<file path="src/rtl/shared_unit_arbiter.sv">
// shared_unit_arbiter
// Round-robin arbiter sharing one combinational unit among three requesters.
// A registered one-hot grant is held while its owner keeps requesting, and
// one zero-grant cycle (GAP) always separates two owners so the shared
// operand bus never has two drivers.
//
// Optional feature: define SHARED_ARB_TIMEOUT_EN to build an 8-bit hold
// counter that force-releases a grant after MAX_HOLD cycles and pulses
// `expired` during the following GAP cycle. Without the macro there is no
// counter, `expired` stays 0 and MAX_HOLD has no effect.
//
// Ports:
//   clk      - clock, rising-edge
//   reset    - synchronous, active-high
//   req[2:0] - level-sensitive requests
//   grant    - registered one-hot (or zero) grant
//   busy     - registered OR of grant
//   owner    - index of the granted requester, 3 when none
//   expired  - one-cycle pulse after a timeout release
//
// Handshake: req[i] is a level; once grant[i] is seen, requester i owns the
// unit for every cycle grant[i] stays high, and releases it by dropping
// req[i] (sampled at the next rising edge).

module shared_unit_arbiter #(
    parameter int MAX_HOLD = 16
) (
    input  logic       clk,
    input  logic       reset,
    input  logic [2:0] req,
    output logic [2:0] grant,
    output logic       busy,
    output logic [1:0] owner,
    output logic       expired
);

    typedef enum logic [1:0] {
        IDLE  = 2'd0,
        GRANT = 2'd1,
        GAP   = 2'd2
    } state_t;

    localparam logic [7:0] HOLD_LIMIT = 8'(MAX_HOLD);

    state_t     state;
    logic [1:0] ptr;

    function automatic logic [1:0] inc3(input logic [1:0] v);
        return (v == 2'd2) ? 2'd0 : v + 2'd1;
    endfunction

    // Candidate order: ptr, ptr+1, ptr+2 (mod 3).
    logic [1:0] cand0, cand1, cand2;
    logic [1:0] pick_idx;
    logic       pick_valid;

    always_comb begin
        cand0 = ptr;
        cand1 = inc3(ptr);
        cand2 = inc3(cand1);
        pick_valid = |req;
        if (req[cand0])
            pick_idx = cand0;
        else if (req[cand1])
            pick_idx = cand1;
        else
            pick_idx = cand2;
    end

    // The owner still requests iff its grant bit meets its req bit.
    logic owner_req;
    assign owner_req = |(grant & req);

    logic timeout_hit;

`ifdef SHARED_ARB_TIMEOUT_EN
    logic [7:0] hold_cnt;

    assign timeout_hit = (hold_cnt == HOLD_LIMIT);

    always_ff @(posedge clk) begin
        if (reset)
            hold_cnt <= 8'd0;
        else if (state != GRANT)
            hold_cnt <= (pick_valid) ? 8'd1 : 8'd0;
        else if (owner_req && !timeout_hit)
            hold_cnt <= hold_cnt + 8'd1;
        else
            hold_cnt <= 8'd0;
    end
`else
    assign timeout_hit = 1'b0;

    // MAX_HOLD has no effect in this build.
    logic unused_hold_limit;
    assign unused_hold_limit = ^HOLD_LIMIT;
`endif

    always_ff @(posedge clk) begin
        if (reset) begin
            state   <= IDLE;
            ptr     <= 2'd0;
            grant   <= 3'b000;
            busy    <= 1'b0;
            owner   <= 2'd3;
            expired <= 1'b0;
        end else begin
            case (state)
                IDLE, GAP: begin
                    expired <= 1'b0;
                    if (pick_valid) begin
                        state <= GRANT;
                        grant <= 3'b001 << pick_idx;
                        busy  <= 1'b1;
                        owner <= pick_idx;
                    end else begin
                        state <= IDLE;
                    end
                end
                GRANT: begin
                    // A release by the owner on the same edge as the limit
                    // counts as a normal release, so expired needs owner_req.
                    if (!owner_req || timeout_hit) begin
                        state   <= GAP;
                        grant   <= 3'b000;
                        busy    <= 1'b0;
                        owner   <= 2'd3;
                        ptr     <= inc3(owner);
                        expired <= owner_req & timeout_hit;
                    end
                end
                default: begin
                    state   <= IDLE;
                    grant   <= 3'b000;
                    busy    <= 1'b0;
                    owner   <= 2'd3;
                    expired <= 1'b0;
                end
            endcase
        end
    end

endmodule

</file>
<file path="config.mk">
export PLATFORM = sky130hd
export DESIGN_NAME = shared_unit_arbiter
export DESIGN_NICKNAME = d
export VERILOG_FILES = /design/src/rtl/shared_unit_arbiter.sv
export SDC_FILE = /design/constraint.sdc
export NUM_CORES = 1
export LEC_CHECK = 0
export CAP_MARGIN = 10
export CORE_MARGIN = 10
export CORE_UTILIZATION = 35
export DETAILED_ROUTE_END_ITERATION = 6
export GPL_ROUTABILITY_DRIVEN = 1
export PLACE_DENSITY = 0.7
export SYNTH_ARGS = -nofsm -noshare
export SYNTH_HDL_FRONTEND = slang
export SYNTH_SLANG_ARGS = --single-unit
</file>
<file path="constraint.sdc">
create_clock -name clk -period 1.3 [get_ports clk]
set_input_delay 0.13 -clock clk [delete_from_list [all_inputs] [get_ports clk]]
set_output_delay 0.13 -clock clk [all_outputs]
set_load 0.05 [all_outputs]
</file>
==> impl_metrics.py <==
metrics = {
    "clocking": {
        "ctsHoldBuffers": 0,
        "clk_latency_ps": 280,
        "cts_tree": "done",
        "clkTransAtPathRegs_ps": 70,
        "cts_root_buf": "clkbuf_4",
        "htreeDepth": 1,
        "numCtsBuffers": 3,
        "cts.sinks": 10,
        "cts.path.max_buffers": 2,
    },
    "pwr": {
        "totalPowerFinal_w": 0.000906,
        "cellLeakagePower_nw": 0.344,
        "p_per_area_mw_per_mm2": 1120,
        "ir_worst_vdd_uv": 745,
    },
    "global_route": {
        "gr-usage-all-layers_pct": 8.89,
        "grt_pass1_vias": 489,
        "grt_max_degree": 10,
        "grt_pass1_wl_um": 2270,
        "overflow": 0,
        "antenna_found_initial": 0,
    },
    "floorplanning": {
        "core-area_sq_mm": 0.00130,
        "die_h_um": 57.3,
        "rows": 13,
        "die-area_sq_mm": 0.00328,
        "initial_core_util_pct": 37.4,
        "fp.dieW_um": 57.3,
        "io_pins": 12,
    },
    "detailed_routing": {
        "firstDrtPassIters": 4,
        "drtIter0Drc": 9,
        "vias": 524,
        "wl_per_cell_um": 14.9,
        "ant_nets": 0,
        "viasPerCell": 5.29,
        "drcViolationCount": 0,
        "drt-total-wl_um": 1480,
    },
    "timing": {
        "worst_slack_ps": -132,
        "holdWs_ps": 569,
        "finalHoldViolations": 0,
        "fmax_mhz": 698,
        "fin_tns_setup_ps": -520,
        "period_share_pct": 110,
        "fin_crit_ps": 1430,
        "finClkSkew_ps": 9.51,
        "rsz0062_at_grt": "true",
        "slew_viol_final": 0,
        "finalSetupViolCount": 6,
    },
    "synthesis": {
        "synth_area_per_cell_sq_um": 8.11,
        "synth_seq_cells": 10,
        "syn-num-nets": 65,
        "syn_inst": 60,
        "yosysWarnings": 0,
        "ys_types": 26,
        "syn_area_sq_um": 487,
        "ys_seq_area_share_pct": 41.1,
    },
    "worst_setup_path": {
        "cp.required_ps": 1520,
        "crit_chain": "a222oi_1 > buf_4 > nand2b_1 > or3_1 > a21oi_2",
        "cp-start-kind": "flip-flop",
        "worstPathMaxFanout": 3,
        "crit_type": "reg -> reg",
        "cp_slowest_cell": "dfxtp_4",
        "critPathBufInv": 1,
        "cp-end-kind": "flip-flop",
        "crit_family": "compound AO/OA/AOI/OAI gates",
        "cp_slowest_stage_delay_ps": 340,
        "cp_data_arrival_time_ps": 1650,
    },
    "placed_design": {
        "dp_hpwl_um": 1150,
        "placed_cells": 94,
        "port_buffers": 10,
        "gp_congestion": 0.953,
    },
    "outcome": {
        "status": "complete, but fails checks",
        "violations": "negative setup slack",
    },
    "layout": {
        "fin_cells": 99,
        "drive_above_1_share_pct": 36.9,
        "n_antenna_cell": 0,
        "nets": 90,
        "final_core_util_pct": 62.4,
        "syn2layout_area_growth_pct": 66.8,
    },
    "min_path": {
        "hold_class": "reg -> reg",
    },
    "run": {
        "drv_cap": 0,
    },
}
## placed cells by master (no fill, tap or decap)
cell type	netlist	layout
o221ai_1	1	1
o211ai_1	1	1
clkbuf_8	0	1
nand2b_1	2	2
a32o_1	3	3
nand2_1	2	2
a2bb2oi_2	0	1
inv_1	4	4
a21boi_0	1	1
nor2_2	0	1
nor2_1	12	11
o21ai_0	4	3
or3_1	1	1
o31a_1	1	1
a22oi_2	0	1
dfxtp_1	10	7
clkdlybuf4s50_1	0	4
o41ai_2	0	1
a22o_1	1	1
dfxtp_4	0	1
clkbuf_4	0	3
a21oi_1	5	5
a222oi_1	1	1
or2b_1	1	1
dfxtp_2	0	2
buf_12	0	6
o21ai_1	0	1
a31oi_1	1	1
conb_1	1	1
a21oi_2	1	1
buf_4	1	13
nand3b_1	1	1
## Yosys cell counts, drive strengths merged
cell	instances	area, sq um
nor2	12	45.0
dfxtp	10	200
a21oi	6	33.8
inv	4	15.0
o21ai	4	20.0
a32o	3	30.0
buf	2	11.3
nand2	2	7.51
nand2b	2	12.5
a21boi	1	7.51
a222oi	1	10.0
a22o	1	8.76
a22oi	1	7.51
a2bb2oi	1	8.76
a31oi	1	6.26
clkbuf	1	3.75
conb	1	3.75
nand3b	1	7.51
o211ai	1	7.51
o221ai	1	8.76
o31a	1	8.76
o41ai	1	8.76
or2b	1	7.51
or3	1	6.26
## layout make-up
class                   count  area (sq um)
well taps                  15          18.8
multi-input cells          43           278
fillers                   106           489
inverters                   4          15.0
repair buffers             23           258
flip-flops and latches     10           206
clock buffers               4          36.3
## per-layer routing
metal | track usage, % | vias up | wire, um
met5 | 0 | - | 0
met3 | 3.98 | 3 | 69
met2 | 15.0 | 9 | 753
met4 | 4.03 | 0 | 26
met1 | 9.23 | 244 | 627
li1 | - | 268 | -
## logic make-up (layout without fill, tap and decap cells)
family	after synthesis	after routing	synth area share (%)
simple gates	19	19	17.7
flops	10	10	41.1
buf+inv	7	31	6.17
compound gates	23	23	34.2
other cells	1	1	0.770
## repair_timing
action	CTS	global route
buffers inserted	1	0
pin swaps	2	1
setup endpoints to repair	7	8
resized for setup	4	1
## per-stage QoR
stage               cell area, sq um  setup WS (ps)
floorplan                        493           -272
global placement                 747           -379
detailed placement               747           -413
CTS                              812           -110
global route                     812           -198
finish                           812           -132
## worst register-to-register path: stages (launching register included)
cell      delay [ps]
dfxtp_4          340
a222oi_1         310
buf_4            190
nand2b_1          80
or3_1            330
a21oi_2          130
## where the power goes
group / internal (W) / switching (W) / leakage, nW
combinational: 0.000131 / 0.000138 / 0.239
clock: 0.000170 / 0.000116 / 0.0210
sequential: 0.000327 / 0.0000237 / 0.0839
## worst paths after layout
check                               from        to  slack, ps  depth (start not counted)
worst max register to register  grant[1]  cand0[0]       -130                          5
worst max-delay path            grant[1]  cand0[0]       -130                          5
worst min register to register  cand0[1]  cand0[1]        570                          2
worst min-delay path            cand0[1]  cand0[1]        570                          2
## sequential cells by signal, indices dropped and copies added (netlist names)
name,cells
state,2
owner,2
busy,1
cand0,2
grant,3
(Power assumes the default switching activity.)
